File: config.mk
export PLATFORM = sky130hd
export DESIGN_NAME = branch_redirect_ctrl_flat
export DESIGN_NICKNAME = d
export VERILOG_FILES = /design/src/rtl/branch_redirect_ctrl_if.sv /design/src/rtl/branch_redirect_ctrl.sv /design/src/flat_wrapper.sv
export SDC_FILE = /design/constraint.sdc
export NUM_CORES = 1
export LEC_CHECK = 0
export CORE_MARGIN = 2
export CORE_UTILIZATION = 25
export DETAILED_ROUTE_END_ITERATION = 8
export HOLD_SLACK_MARGIN = 0.02
export PLACE_DENSITY_LB_ADDON = 0.1
export SETUP_SLACK_MARGIN = 0.4
export SYNTH_ARGS = -nofsm -noshare
export SYNTH_HDL_FRONTEND = slang
export SYNTH_SLANG_ARGS = --single-unit
File: constraint.sdc
create_clock -name clk -period 1.6 [get_ports clk]
set_input_delay 0.32 -clock clk [delete_from_list [all_inputs] [get_ports clk]]
set_output_delay 0.32 -clock clk [all_outputs]
set_load 0.005 [all_outputs]
File: src/rtl/branch_redirect_ctrl_if.sv
// Branch-redirect bundle: EX resolution and stall in, PC-mux control out.
// Master is the pipeline side, slave is the redirect controller.
interface branch_redirect_ctrl_if #(
    parameter int ADDR_W = 32,
    parameter int CNT_W  = 16
);
    logic              ex_br_valid;
    logic              ex_br_taken;
    logic [ADDR_W-1:0] ex_br_target;
    logic              stall_in;
    logic              pc_sel;
    logic [ADDR_W-1:0] pc_target;
    logic              flush_front;
    logic              busy;
    logic [CNT_W-1:0]  redirect_count;

    modport master (
        output ex_br_valid,
        output ex_br_taken,
        output ex_br_target,
        output stall_in,
        input  pc_sel,
        input  pc_target,
        input  flush_front,
        input  busy,
        input  redirect_count
    );

    modport slave (
        input  ex_br_valid,
        input  ex_br_taken,
        input  ex_br_target,
        input  stall_in,
        output pc_sel,
        output pc_target,
        output flush_front,
        output busy,
        output redirect_count
    );
endinterface

File: src/rtl/branch_redirect_ctrl.sv
// PC-source redirect controller with stall hold and wrong-path shadow mask.
// Optional BRANCH_STATS_EN adds a saturating completed-redirect counter.
module branch_redirect_ctrl #(
    parameter int ADDR_W        = 32,
    parameter int SHADOW_CYCLES = 2,
    parameter int CNT_W         = 16
) (
    input logic                    clk,
    input logic                    rst,
    branch_redirect_ctrl_if.slave  bus
);
    typedef enum logic [1:0] {
        IDLE,
        REDIRECT,
        SHADOW
    } state_e;

    localparam logic [3:0] SHADOW_INIT = 4'(SHADOW_CYCLES);

    state_e            state_q;
    logic [3:0]        shadow_q;
    logic              pc_sel_q;
    logic              flush_q;
    logic              busy_q;
    logic [ADDR_W-1:0] target_q;
    logic              br_taken;
    logic              exit_redirect;

    assign br_taken      = bus.ex_br_valid && bus.ex_br_taken;
    assign exit_redirect = (state_q == REDIRECT) && !bus.stall_in;

    always_ff @(posedge clk) begin
        if (rst) begin
            state_q  <= IDLE;
            shadow_q <= '0;
            pc_sel_q <= 1'b0;
            flush_q  <= 1'b0;
            busy_q   <= 1'b0;
            target_q <= '0;
        end else begin
            unique case (state_q)
                IDLE: begin
                    if (br_taken) begin
                        target_q <= bus.ex_br_target;
                        state_q  <= REDIRECT;
                        pc_sel_q <= 1'b1;
                        flush_q  <= 1'b1;
                        busy_q   <= 1'b1;
                    end
                end
                REDIRECT: begin
                    // EX content here is wrong-path; only the stall matters
                    if (!bus.stall_in) begin
                        pc_sel_q <= 1'b0;
                        flush_q  <= 1'b0;
                        if (SHADOW_CYCLES == 0) begin
                            state_q <= IDLE;
                            busy_q  <= 1'b0;
                        end else begin
                            shadow_q <= SHADOW_INIT;
                            state_q  <= SHADOW;
                        end
                    end
                end
                SHADOW: begin
                    if (!bus.stall_in) begin
                        shadow_q <= shadow_q - 4'd1;
                        if (shadow_q == 4'd1) begin
                            state_q <= IDLE;
                            busy_q  <= 1'b0;
                        end
                    end
                end
                default: begin
                    state_q  <= IDLE;
                    pc_sel_q <= 1'b0;
                    flush_q  <= 1'b0;
                    busy_q   <= 1'b0;
                end
            endcase
        end
    end

    assign bus.pc_sel      = pc_sel_q;
    assign bus.flush_front = flush_q;
    assign bus.busy        = busy_q;
    assign bus.pc_target   = target_q;

`ifdef BRANCH_STATS_EN
    logic [CNT_W-1:0] cnt_q;
    logic [CNT_W-1:0] cnt_d;

    always_comb begin
        cnt_d = cnt_q;
        if (exit_redirect && (cnt_q != {CNT_W{1'b1}})) begin
            cnt_d = cnt_q + 1'b1;
        end
    end

    always_ff @(posedge clk) begin
        if (rst) begin
            cnt_q <= '0;
        end else begin
            cnt_q <= cnt_d;
        end
    end

    assign bus.redirect_count = cnt_q;
`else
    logic unused_exit;
    assign unused_exit        = exit_redirect;
    assign bus.redirect_count = {CNT_W{1'b0}};
`endif
endmodule

File: src/flat_wrapper.sv
// flat-port wrapper written by rule: the top's interface ports become plain ports
module branch_redirect_ctrl_flat 
#(
    parameter int ADDR_W        = 32,
    parameter int SHADOW_CYCLES = 2,
    parameter int CNT_W         = 16
)
  (clk, rst, bus_ex_br_valid, bus_ex_br_taken, bus_ex_br_target, bus_stall_in, bus_pc_sel, bus_pc_target, bus_flush_front, bus_busy, bus_redirect_count);
  branch_redirect_ctrl_if #(.ADDR_W(ADDR_W), .CNT_W(CNT_W)) bus_i ();
  input logic clk;
  input logic rst;
  input wire logic [$bits(bus_i.ex_br_valid)-1:0] bus_ex_br_valid;
  input wire logic [$bits(bus_i.ex_br_taken)-1:0] bus_ex_br_taken;
  input wire logic [$bits(bus_i.ex_br_target)-1:0] bus_ex_br_target;
  input wire logic [$bits(bus_i.stall_in)-1:0] bus_stall_in;
  output wire logic [$bits(bus_i.pc_sel)-1:0] bus_pc_sel;
  output wire logic [$bits(bus_i.pc_target)-1:0] bus_pc_target;
  output wire logic [$bits(bus_i.flush_front)-1:0] bus_flush_front;
  output wire logic [$bits(bus_i.busy)-1:0] bus_busy;
  output wire logic [$bits(bus_i.redirect_count)-1:0] bus_redirect_count;
  assign bus_i.ex_br_valid = bus_ex_br_valid;
  assign bus_i.ex_br_taken = bus_ex_br_taken;
  assign bus_i.ex_br_target = bus_ex_br_target;
  assign bus_i.stall_in = bus_stall_in;
  assign bus_pc_sel = bus_i.pc_sel;
  assign bus_pc_target = bus_i.pc_target;
  assign bus_flush_front = bus_i.flush_front;
  assign bus_busy = bus_i.busy;
  assign bus_redirect_count = bus_i.redirect_count;
  branch_redirect_ctrl #(.ADDR_W(ADDR_W), .SHADOW_CYCLES(SHADOW_CYCLES), .CNT_W(CNT_W)) u_core (.clk(clk), .rst(rst), .bus(bus_i));
endmodule
==> summary.md, run 1 <==
| Metric | Value |
|---|---|
| R2R setup slack | `0.42 ns` |
| M1 WL | `2190 µm` |
| Iteration-0 DRC Markers | `54` |
| Clock transition at the registers of the reported paths | `0.08 ns` |
| Levels on crit path | `5` |
| CP peak stage delay | `~0.38 ns` |
| WL met2 | `2230 µm` |
| Maximum vdd drop | `309 µV` |
| Status | `finished clean` |
| Area of the multi-input gates | `about 850 µm²` |
| Fin crit share | `73.5%` |
| Register-to-Register Path Depth | `5` |
| Total grt overflow | `0` |
| Critical Path RT | `1.82 ns` |
| Synth Cell Area | `between 1500 and 2000 µm²` |
| Post-DR vias/cell | `about 4.4` |
| CTS Hold Bufs | `0` |
| Die span in x | `around 86 µm` |
| Max cap viols | `0` |
| Cells after DPL | `360` |
| Crit path max-delay family | `flip-flops` |
| Storage element area | `846 µm²` |
| Longest Clk Path Bufs | `2` |
| Synthesized area per cell | `7.97 µm²` |
| TritonRoute pass-1 iters | `6` |
| Worst setup SP type | `register` |
| Initial Util | `26.2%` |
| Clk_lat worst skew | `0.29 ns` |
| Hold WC Path Type | `register to register` |
| Antenna viol nets, final | `0` |
| Total core area | `between 6000 and 7000 µm²` |
| # IOs | `88` |
| Placed wire-length estimate | `slightly below 3000 µm` |
| TritonCTS Buffers | `5` |
| Initial antenna violation count | `0` |
| Wire length per cell | `12.5 µm` |
| DRC | `0` |
| CP max stage cell | `dfxtp_4` |
| First-pass GRT wire length | `7400 µm` |
| Clock skew | `0.0123 ns` |
| Most instantiated cells after synthesis | `nand2_1 (66), dfxtp_1 (40), a21oi_1 (37), buf_4 (17), nor2_1 (9)` |
| H-tree depth | `2` |
| Global placer's final weighted congestion | `0.769` |
| Met3 WL post-DR | `264 µm` |
| Largest cells by area after synthesis | `dfxtp_1 (47%), nand2_1 (15%), a21oi_1 (11%)` |
| Final WL | `4730 µm` |
| Setup Crit Path Kind | `register to register` |
| Fmax | `roughly 850 MHz` |
| TritonCTS clock tree | `built` |
| Synth area leader | `dfxtp_1` |
| RSZ-0062 raised after global routing | `yes` |
| Layout cells sized above 1 | `about a third` |
| Pin count of the biggest net entering global routing | `41` |
| P_leak | `~1.1 nW` |
| Routed vias | `between 1.5k and 2k` |
| CP Capture Type | `register` |
| Design Area, Final | `~2900 µm²` |
| Clk sinks | `40` |
| Syn. warnings | `0` |
| Post-DP Area | `2500 µm²` |
| Total GRT Usage | `12.6%` |
| Worst-path fanout max | `6` |
| Vias in the first global route | `1598` |
| Clock root cell | `clkbuf_8` |
| Final TNS setup | `0 ns` |
| IO Port Bufs | `71` |
| EDFF count, synth | `0` |
| Non-Filler Instances | `roughly 380` |
| Post-synth cell types | `27` |
| RR Startpoint | `u_core.state_q[0]` |
| Top FF cell, synth | `dfxtp_1` |
| Post-Synthesis Cells | `212` |
| Most common cell in the synthesized netlist | `nand2_1` |
| Overall die height | `roughly 86 µm` |
| Final setup vio count | `0` |
| Row count | `29` |
| Synth top area share | `47.4%` |
| Full die area | `7430 µm²` |
| Ys async rst share | `0%` |
| PwrDens | `773 nW/µm²` |
| Post-Route Utilization | `44.7%` |
| Fin. max-slew vios | `0` |
| DR top layer | `met4` |
| CP arrival | `1.39 ns` |
| Hold_sp | `u_core.bus.pc_target[27]` |
| ANT cells | `0` |
| CP startpoint | `u_core.state_q[0]` |
| Sequential-to-total area share from yosys stat | `47.4%` |
| Filler instances | `671` |
| Seq cells post-synth | `40` |
| Final nets | `about 340` |
| Minimum clock period | `1.18 ns` |
| CP cell instances | `nor3_4 -> buf_6 -> buf_12 -> nand2_4 -> a21oi_2` |
| WHS Path Cells | `2` |
| Syn-to-layout area delta | `70.9%` |
| Hold Violations, Final | `0` |
| CP Buf/Inv Count | `2` |
| Hold WS | `between 0.4 and 0.5 ns` |
==> logic make-up after synthesis <==
family	after synthesis	share of synthesized area, %
buffers and inverters	33	12.4
adders and majority gates	2	1.48
DFF	40	47.4
AOI/OAI and AO/OA	48	15.8
other	1	0.222
and+or+nand+nor	88	22.7
==> layout make-up <==
| class | instances | share of cell area, % |
|---|---|---|
| clock buffer | 7 | 2.99 |
| inverter | 3 | 0.477 |
| sequential | 40 | 29.3 |
| tap | 77 | 3.34 |
| timing repair buffer | 95 | 34.2 |
| clock inverter | 1 | 0.260 |
| multi-input combinational | 154 | 29.4 |
==> power by group <==
group	total, mW	internal [mW]	switching (mW)
clock	0.700	0.351	0.349
sequential	1.09	1.05	0.0345
combinational	0.446	0.259	0.187
total	2.23	1.66	0.571
==> registers in the layout (all words and copies together), names as in the netlist <==
name	flops
u_core.bus.pc_sel	1
u_core.bus.pc_target	32
u_core.state_q	2
u_core.bus.busy	1
u_core.shadow_q	4
==> metrics by stage <==
stage	power [mW]	setup WS, ns
6_report	2.23	0.425
5_1_grt	2.36	0.357
4_1_cts	2.22	0.296
3_5_place_dp	1.49	-0.0612
3_3_place_gp	1.49	-0.00304
2_1_floorplan	1.28	0.413
==> path summary, 6_finish.rpt <==
check                                           endpoint
worst min register to register  u_core.bus.pc_target[27]
worst max register to register  u_core.bus.pc_target[15]
worst min-delay path            u_core.bus.pc_target[27]
worst max-delay path            u_core.bus.pc_target[15]
==> per-layer routing <==
| metal | GRT usage (%) | up-vias |
|---|---|---|
| met1 | 16.3 | 764 |
| li1 | - | 838 |
| met3 | 3.05 | 5 |
| met2 | 20.9 | 51 |
| met4 | 3.84 | 0 |
| met5 | 0 | - |
==> tightest hold or removal path, stage by stage (launching register included) <==
cell and delay (ns):
dfxtp_2 0.32, nand2_1 0.05, a21oi_1 0.05
==> cell usage in the layout (no fill, tap or decap), types with 2 or more instances in the layout <==
cell and n:
clkdlybuf4s15_1 30, o21ai_0 2, nor3_1 3, buf_6 2
clkbuf_2 4, a211oi_2 2, dfxtp_1 8, nand2_2 3
clkbuf_8 6, a21o_1 2, nand2_1 59, nor2_1 9
conb_1 16, dfxtp_4 2, a21oi_2 12, buf_4 14
dlygate4sd2_1 4, buf_12 4, nand2_4 4, a21oi_1 26
dfxtp_2 30, buf_16 2, nand2b_1 3, clkdlybuf4s50_1 33
==> timing repair <==
item                                    in CTS  in global routing
cloned                                       2                  1
buffers inserted                             2                  4
gates resized for setup                     86                 62
pin swaps                                    2                 13
endpoints found under the setup margin      67                 59
hold endpoints to repair                     0                  0
Note: power is estimated with default switching activity, not from simulation.
==> inputs of run 2 (changes only) <==
==> constraint.sdc (replaced) <==
create_clock -name clk -period 1 [get_ports clk]
set_input_delay 0.2 -clock clk [delete_from_list [all_inputs] [get_ports clk]]
set_output_delay 0.2 -clock clk [all_outputs]
set_load 0.005 [all_outputs]
==> run 2 against run 1 <==
Against the previous run: the run now ends with setup timing left; largest cell class unchanged; worst hold slack lost 0.011 ns; sequential power grew 60%; flip-flop and latch count unchanged.
==> summary.md, run 2 (synthesis results as in run 1) <==
| Metric | Value |
|---|---|
| Critical Path RT | `1.22 ns (-0.60 ns)` |
| Total GRT Usage | `12.6% (-0.037 points)` |
| Final WL | `4690 µm (-0.78%)` |
| CTS Hold Bufs | `0 (unchanged)` |
| Initial antenna violation count | `0 (unchanged)` |
| Total core area | `6460 µm² (unchanged)` |
| PwrDens | `1180 nW/µm² (+53%)` |
| Setup Crit Path Kind | `register to register` |
| Die span in x | `86.2 µm (unchanged)` |
| Total power | `3.56 mW (+60%)` |
| DP Worst Slack | `-0.579 ns (-0.518 ns)` |
| Hold WC Path Type | `input port to register` |
| Fin. max-slew vios | `0 (unchanged)` |
| Internal power | `2.64 mW (+59%)` |
| Clock skew | `0.00702 ns (-0.00526 ns)` |
| Vias in the first global route | `1545 (-3.3%)` |
| CP Capture Type | `register` |
| Design Area, Final | `3020 µm² (+4.7%)` |
| Max cap viols | `0 (unchanged)` |
| Syn-to-layout area delta | `78.9%` |
| TritonCTS clock tree | `built` |
| CP startpoint | `u_core.state_q[1]` |
| Cells after DPL | `369 (+2.5%)` |
| Routed vias | `1687 (+1.7%)` |
| Iteration-0 DRC Markers | `36 (-33%)` |
| Row count | `29 (unchanged)` |
| CP dominant cell by count | `buf_12` |
| Clock root cell | `clkbuf_8` |
| Worst setup SP type | `register` |
| Clk sinks | `40 (unchanged)` |
| Longest Clk Path Bufs | `2 (unchanged)` |
| Commonest non-fill, non-tap cell in the layout | `nand2_1` |
| Placed wire-length estimate | `3040 µm (+2.4%)` |
| Non-Filler Instances | `391 (+3.7%)` |
| CP cell instances | `nor3_4 -> buf_6 -> buf_12 -> buf_12 -> nand2_1 -> a21oi_1` |
| Gate power share | `22.6% (+2.6 points)` |
| Initial Util | `26.2% (unchanged)` |
| Fmax | `854 MHz (+0.39%)` |
| IO Port Bufs | `71 (unchanged)` |
| Clock transition at the registers of the reported paths | `0.08 ns (about the same)` |
| Maximum vdd drop | `558 µV (+81%)` |
| Wire length per cell | `12.0 µm (-4.3%)` |
| Post-DP Area | `2590 µm² (+3.5%)` |
| Max reg flops | `32 (unchanged)` |
| CP max stage cell | `dfxtp_4` |
| Post-DR vias/cell | `4.31 (-1.9%)` |
| Final nets | `353 (+4.4%)` |
| Global placer's final weighted congestion | `0.758 (-1.4%)` |
| TritonRoute pass-1 iters | `4 (-2)` |
| Switching Power | `0.929 mW (+63%)` |
| P_leak | `1.27 nW (+10%)` |
| Sequential power share | `48.8% (+0.2 points)` |
| Failing checks | `setup timing` |
| # IOs | `88 (unchanged)` |
| Switching Fraction | `26.1% (+0.48 points)` |
| Total grt overflow | `0 (unchanged)` |
| Clk network pwr share | `28.6% (-2.8 points)` |
| TritonCTS Buffers | `5 (unchanged)` |
| Full die area | `7430 µm² (unchanged)` |
| Worst-path fanout max | `8 (+2)` |
| CP arrival | `1.39 ns (about the same)` |
| Hold Violations, Final | `0 (unchanged)` |
| Most frequent cells in the layout | `nand2_1 (56), dfxtp_2 (36), clkdlybuf4s50_1 (33), buf_6 (23), buf_4 (23)` |
| Final WS setup | `-0.171 ns (-0.595 ns)` |
| RR Startpoint | `u_core.state_q[1]` |
| Overall die height | `86.2 µm (unchanged)` |
| Final TNS setup | `-5.24 ns (-5.24 ns)` |
| H-tree depth | `2 (unchanged)` |
| Fin crit share | `117% (+44 points)` |
| Post-Route Utilization | `46.8% (+2.1 points)` |
| Minimum clock period | `1.17 ns (-0.00451 ns)` |
| Status | `finished with violations` |
| DRC | `0 (unchanged)` |
| Layout cells sized above 1 | `50.6% (+19 points)` |
| Pin count of the biggest net entering global routing | `25 (-39%)` |
| Antenna viol nets, final | `0 (unchanged)` |
| Hold_sp | `bus_ex_br_target[28]` |
| ANT cells | `0 (unchanged)` |
| Clk_lat worst skew | `0.29 ns (about the same)` |
| CP peak stage delay | `0.38 ns (about the same)` |
| Final setup vio count | `40 (+40)` |
| First-pass GRT wire length | `7330 µm (-0.93%)` |
| RSZ-0062 raised after global routing | `yes` |
| Hold WS | `0.444 ns (-0.0114 ns)` |
-- run 2: cell count changes in the layout (fill, tap and decap cells not counted), sizes merged --
cell           change
buf               +50
clkdlybuf4s15     -29
clkbuf             -6
clkinv             +1
clkinvlp           -1
dlygate4sd2        -1
-- run 2: worst max-delay path: cells and delay by family, from the launching register on --
family                 cells  cell delay, ns
DFF                        1            0.38
buffers and inverters      3            0.38
AOI/OAI and AO/OA          1            0.10
and+or+nand+nor            2            0.23
-- run 2: area by class of cell --
cell class / count / area (µm²)
fill: 653 / 3440
multi-input combinational: 154 / 926
clock buffer: 6 / 72.6
tap: 77 / 96.3
sequential: 40 / 853
inverter: 3 / 11.3
clock inverter: 1 / 5.00
timing repair buffer: 110 / 1060
-- run 2: power groups by stage --
stage	sequential [mW]	combinational [mW]	clock [mW]
floorplan	1.76	0.307	0
finish	1.74	0.805	1.02
global route	1.75	0.879	1.15
CTS	1.74	0.726	1.09
detailed placement	1.76	0.656	0
global placement	1.76	0.657	0
-- run 2: final timing paths --
path,end,slack (ns),cells after the start
hold reg to reg,u_core.bus.pc_target[1],0.45,2
setup reg to reg,u_core.bus.pc_target[26],-0.17,6
setup / recovery,u_core.bus.pc_target[26],-0.17,6
hold / removal,u_core.bus.pc_target[28],0.44,3
-- run 2: metal layers --
| layer | global-route usage, % | up-vias | share of wire (%) |
|---|---|---|---|
| met1 | 15.6 | 764 | 45 |
| met5 | 0 | - | 0 |
| met4 | 4.40 | 0 | 1.3 |
| met3 | 3.52 | 7 | 7.0 |
| met2 | 20.9 | 54 | 47 |
| li1 | - | 862 | - |
-- run 2: what timing repair did --
action,4_1_cts,5_1_grt
hold endpoints to repair,0,0
gates resized for setup,201,49
pin swaps,6,13
setup endpoints to repair,75,75
cloned,3,0
buffers inserted,8,4
==> patch 1, RTL diff (config.mk and constraints of run 1) <==
`ADDR_W` is set to 32 in 3 places; all go to 28.
--- a/src/rtl/branch_redirect_ctrl_if.sv
+++ b/src/rtl/branch_redirect_ctrl_if.sv
@@ -1,7 +1,7 @@
 // Branch-redirect bundle: EX resolution and stall in, PC-mux control out.
 // Master is the pipeline side, slave is the redirect controller.
 interface branch_redirect_ctrl_if #(
-    parameter int ADDR_W = 32,
+    parameter int ADDR_W = 28,
     parameter int CNT_W  = 16
 );
     logic              ex_br_valid;
--- a/src/rtl/branch_redirect_ctrl.sv
+++ b/src/rtl/branch_redirect_ctrl.sv
@@ -1,7 +1,7 @@
 // PC-source redirect controller with stall hold and wrong-path shadow mask.
 // Optional BRANCH_STATS_EN adds a saturating completed-redirect counter.
 module branch_redirect_ctrl #(
-    parameter int ADDR_W        = 32,
+    parameter int ADDR_W        = 28,
     parameter int SHADOW_CYCLES = 2,
     parameter int CNT_W         = 16
 ) (
--- a/src/flat_wrapper.sv
+++ b/src/flat_wrapper.sv
@@ -1,7 +1,7 @@
 // flat-port wrapper written by rule: the top's interface ports become plain ports
 module branch_redirect_ctrl_flat 
 #(
-    parameter int ADDR_W        = 32,
+    parameter int ADDR_W        = 28,
     parameter int SHADOW_CYCLES = 2,
     parameter int CNT_W         = 16
 )
Ports: changed (resized bus_ex_br_target and bus_pc_target); port bits go from 88 to 80. No check against the original RTL was run, so the function may have changed too.
==> patch 1 against run 1 <==
  * Routed wire length is 0.70% lower
  * Sequential power is 11% lower
  * Setup slack worse by 42 ps
  * Sequential cell count is 4 lower
  * Critical path depth is 1 higher
  * Power is 0.33% lower
  * Clock skew is 4.7 ps lower
  * Combinational power is 1% lower
  * Design area is 6.1% lower
  * First-iteration DRC count is 5.6% higher
  * Synthesized area is 7.2% lower
  * Utilization is 0.55 points higher
==> patch 1: results (changes against run 1) <==
[status]
outcome=complete, no violations

[final_layout]
inverters=6  ; +3
areaGrowthSynthToFinish_pct=72.9
n_all_buffers=87  ; -8.4%
drive_gt1_frac=0.321  ; +0.00476
clockNetworkAreaShare=0.0411  ; +0.00858
fillers=608  ; -9.4%
largest_reg_flops=28  ; -13%
multi_input_area_share=0.306  ; +0.0122
finalNetCount=314  ; -7.1%
nFlopsAndLatches=36  ; -10%
bufAreaShareNonClock=0.330  ; -0.0123
nClkBuffers=5  ; -2
seqCellArea_um2=758  ; -10%
num-multi-input-gates=143  ; -7.1%

[yosys]
synth_common_cells=nand2_1 (59), dfxtp_1 (36), a21oi_1 (34)
seq_area_frac_synth=0.460  ; -0.0144
async_reset_ff_frac=0  ; unchanged
synthTopCellsByArea=dfxtp_1 (46%), nand2_1 (14%), a21oi_1 (11%)
ys.flop_type=dfxtp_1
syn-instance-count=196  ; -7.5%
synth.distinct_cells=28  ; +3.7%

[pwr]
seqPwrFrac=0.438  ; -0.048
clkPwrFrac=0.364  ; +0.050
ir_drop_v=0.000479  ; +55%
switching_share=0.256  ; +0.000404
power.switching_uw=570  ; -0.17%
leakage_uw=0.00111  ; -3.8%

[clock_tree]
cts_resized=69  ; -20%
postCtsSetupBuffers=8  ; +6

[global_routing]
grtUsageMet1=0.164  ; +0.000473
antenna_found_initial=0  ; unchanged
grt_pass1_vias=1396  ; -13%
gr-usage-all-layers=0.127  ; +0.00111
grt_first_pass_wirelength_um=6930  ; -6.4%
grt_max_degree=29  ; -29%
grtUsageMet2=0.204  ; -0.00479
met3_usage=0.0328  ; +0.00233

[worst_setup_path]
arrival_ps=1390  ; about the same
cp_slowest_cell=dfxtp_4
max_stage_delay_ps=350  ; -30 ps
crit_fanout=4  ; -2

[hold_path]
holdCritPathClass=flip-flop to flip-flop

[sta]
fin_skew_ps=7.58  ; -4.69 ps

[placement]
place_congestion=0.742  ; -3.4%
placed_area_um2=2240  ; -11%
dp_cells=329  ; -8.6%
hpwl_um=2610  ; -12%
port_buffers=63  ; -11%
pre_cts_slack_ps=24.5  ; +85.7 ps

[routing]
finalWirelength_um=4700  ; -0.70%
met3WireLength_um=246  ; -6.8%
met1_length_um=2080  ; -5.2%
viasPerCell=4.41  ; +0.18%
drt_iter0_drc=57  ; +5.6%
drtPass1Iterations=4  ; -2
avgRoutedWirePerCell_um=13.2  ; +5.5%
met2_length_um=2310  ; +3.6%

==> patch 1: logic make-up after synthesis <==
group	share of synthesized area
DFF	0.460
other	0.00239
and+or+nand+nor	0.221
AOI/OAI and AO/OA	0.154
buffers and inverters	0.147
adders and majority gates	0.0160
==> patch 1: worst paths after layout <==
path / endpoint / startpoint / depth (start not counted) / slack (ps)
max reg2reg: u_core.shadow_q[3] / u_core.shadow_q[0] / 6 / 380
max: u_core.shadow_q[3] / u_core.shadow_q[0] / 6 / 380
min: u_core.bus.pc_target[5] / u_core.bus.pc_target[5] / 2 / 450
min reg2reg: u_core.bus.pc_target[5] / u_core.bus.pc_target[5] / 2 / 450
==> patch 1: tightest hold or removal path, delay by kind of cell, from the launching register on <==
kind / cells / cell delay [ps]
and+or+nand+nor: 1 / 50
DFF: 1 / 320
AOI/OAI and AO/OA: 1 / 50
==> patch 2, RTL diff (flow settings as in run 1) <==
Made on the original files. Encoding of `state_e`: now one-hot (3 bits for 3 states).
--- a/src/rtl/branch_redirect_ctrl.sv
+++ b/src/rtl/branch_redirect_ctrl.sv
@@ -9,10 +9,10 @@
     input logic                    rst,
     branch_redirect_ctrl_if.slave  bus
 );
-    typedef enum logic [1:0] {
-        IDLE,
-        REDIRECT,
-        SHADOW
+    typedef enum logic [2:0] {
+        IDLE     = 3'b001,
+        REDIRECT = 3'b010,
+        SHADOW   = 3'b100
     } state_e;
 
     localparam logic [3:0] SHADOW_INIT = 4'(SHADOW_CYCLES);
Behaviour: no difference found for any inputs over 10 cycles, from zero or initial values and one cycle with rst high; not proved beyond that.
==> patch 2 against run 1 <==
  * Design area is 0.74% lower
  * Sequential cell count is 1 higher
  * Sequential power is 8% higher
  * Synthesized area is 5.7% higher
  * Largest cell class unchanged
  * Routed wire length is 6.7% lower
  * Setup slack worse by 210 ps
  * Highest routed layer unchanged
  * Power is 12% higher
  * First-iteration DRC count is 61% lower
  * Critical endpoint is now u_core.state_q[2]
==> patch 2: results (changes against run 1) <==
[clock_tree]
ctsLongestPathBuffers=2  ; unchanged
ctsRootBufferMaster=clkbuf_8
cts_buffers=5  ; unchanged
clkSlewWorstSetupHoldPaths_ps=80  ; about the same
insertion_delay_ps=290  ; about the same
htreeDepth=2  ; unchanged

[routing]
viasPerCell=3.93  ; -11%
drtPass1Iterations=3  ; -3
finalWirelength_um=4410  ; -6.7%
drt_iter0_drc=21  ; -61%

[placement]
placed_area_um2=2530  ; +0.95%
pre_cts_slack_ps=-209  ; -148 ps
port_buffers=71  ; unchanged
hpwl_um=2800  ; -5.6%
place_congestion=0.741  ; -3.6%
dp_cells=343  ; -4.7%

[worst_setup_path]
max_stage_delay_ps=410  ; +30 ps
critical-path-top-delay-family=simple AND/OR/NAND/NOR gates
crit_fanout=5  ; -1
arrival_ps=1620  ; +230 ps
cp_slowest_cell=or3b_4

[pwr]
power.switching_uw=683  ; +20%
ir_drop_v=0.000373  ; +21%
powerClk_uw=662  ; -5.4%
pwr-share-comb=0.263  ; +0.063
leakage_uw=0.00114  ; -0.51%
power.total_uw=2500  ; +12%

[final_layout]
drive_gt1_frac=0.306  ; -0.0107
finalNetCount=306  ; -9.5%
largest_reg_flops=32  ; unchanged
stdcell_count=364  ; -3.4%
antenna_cells=0  ; unchanged

[global_routing]
antenna_found_initial=0  ; unchanged
grt_pass1_vias=1357  ; -15%
grt_max_degree=28  ; -32%
gr-usage-all-layers=0.110  ; -0.0157
grt_first_pass_wirelength_um=6490  ; -12%

[status]
outcome=complete, no violations

[yosys]
syn_area_per_cell_um2=9.81  ; +23%
synth.distinct_cells=28  ; +3.7%
synth_common_cells=dfxtp_1 (41), nor2_1 (39), mux2i_1 (32)
yosysWarnings=0  ; unchanged
synthTopCellsByArea=dfxtp_1 (46%), mux2i_1 (18%), nor2_1 (8.2%)
async_reset_ff_frac=0  ; unchanged
seq_area_frac_synth=0.460  ; -0.0144

[sta]
fin_skew_ps=6.83  ; -5.44 ps

[hold_path]
holdCritPathClass=flip-flop to flip-flop

## patch 2: changes by cell type in the layout (fill, tap and decap cells not counted), sizes merged, moves of 2 or more
cell | before | now
a21oi | 38 | 9
nand2b | 3 | 1
a211oi | 3 | 1
mux2i | 0 | 32
a21o | 2 | 0
buf | 23 | 19
nand2 | 66 | 3
o21ai | 2 | 5
dlygate4sd2 | 4 | 2
o211a | 0 | 2
nor2 | 9 | 39
clkinv | 0 | 2
## patch 2: layout make-up
cell class,instances,area [µm²]
inverter,4,15.0
multi-input combinational,125,865
fill,702,4000
timing repair buffer,90,915
clock inverter,2,10.0
tap,96,120
clock buffer,6,72.6
sequential,41,868
## patch 2: cell families after synthesis
kind of cell	count (synthesis)	share of synthesized area
muxes	32	0.179
buffers and inverters	31	0.135
adders and majority gates	2	0.0140
DFF	41	0.460
other	1	0.00210
and+or+nand+nor	56	0.141
AOI/OAI and AO/OA	19	0.0687
## patch 2: metal layers
layer	wire (µm)	vias up	global-route usage	part of all wire
met4	76	0	0.0537	0.017
met2	2110	53	0.176	0.48
met5	0	-	0	0
met3	273	8	0.0299	0.062
li1	-	746	-	-
met1	1950	623	0.139	0.44
## patch 2: worst paths after layout
| kind | start | end | slack, ps | cells past startpoint |
|---|---|---|---|---|
| min | u_core.bus.pc_target[18] | u_core.bus.pc_target[18] | 480 | 2 |
| max | u_core.state_q[1] | u_core.state_q[2] | 220 | 5 |
| min reg2reg | u_core.bus.pc_target[18] | u_core.bus.pc_target[18] | 480 | 2 |
| max reg2reg | u_core.state_q[1] | u_core.state_q[2] | 220 | 5 |
## patch 2: what timing repair did
action	in CTS	in global routing
gates cloned	3	0
setup endpoints to repair	75	60
resized for setup	92	43
hold endpoints to repair	0	0
hold buffers	0	0
pin swaps	6	10
setup buffers	7	3
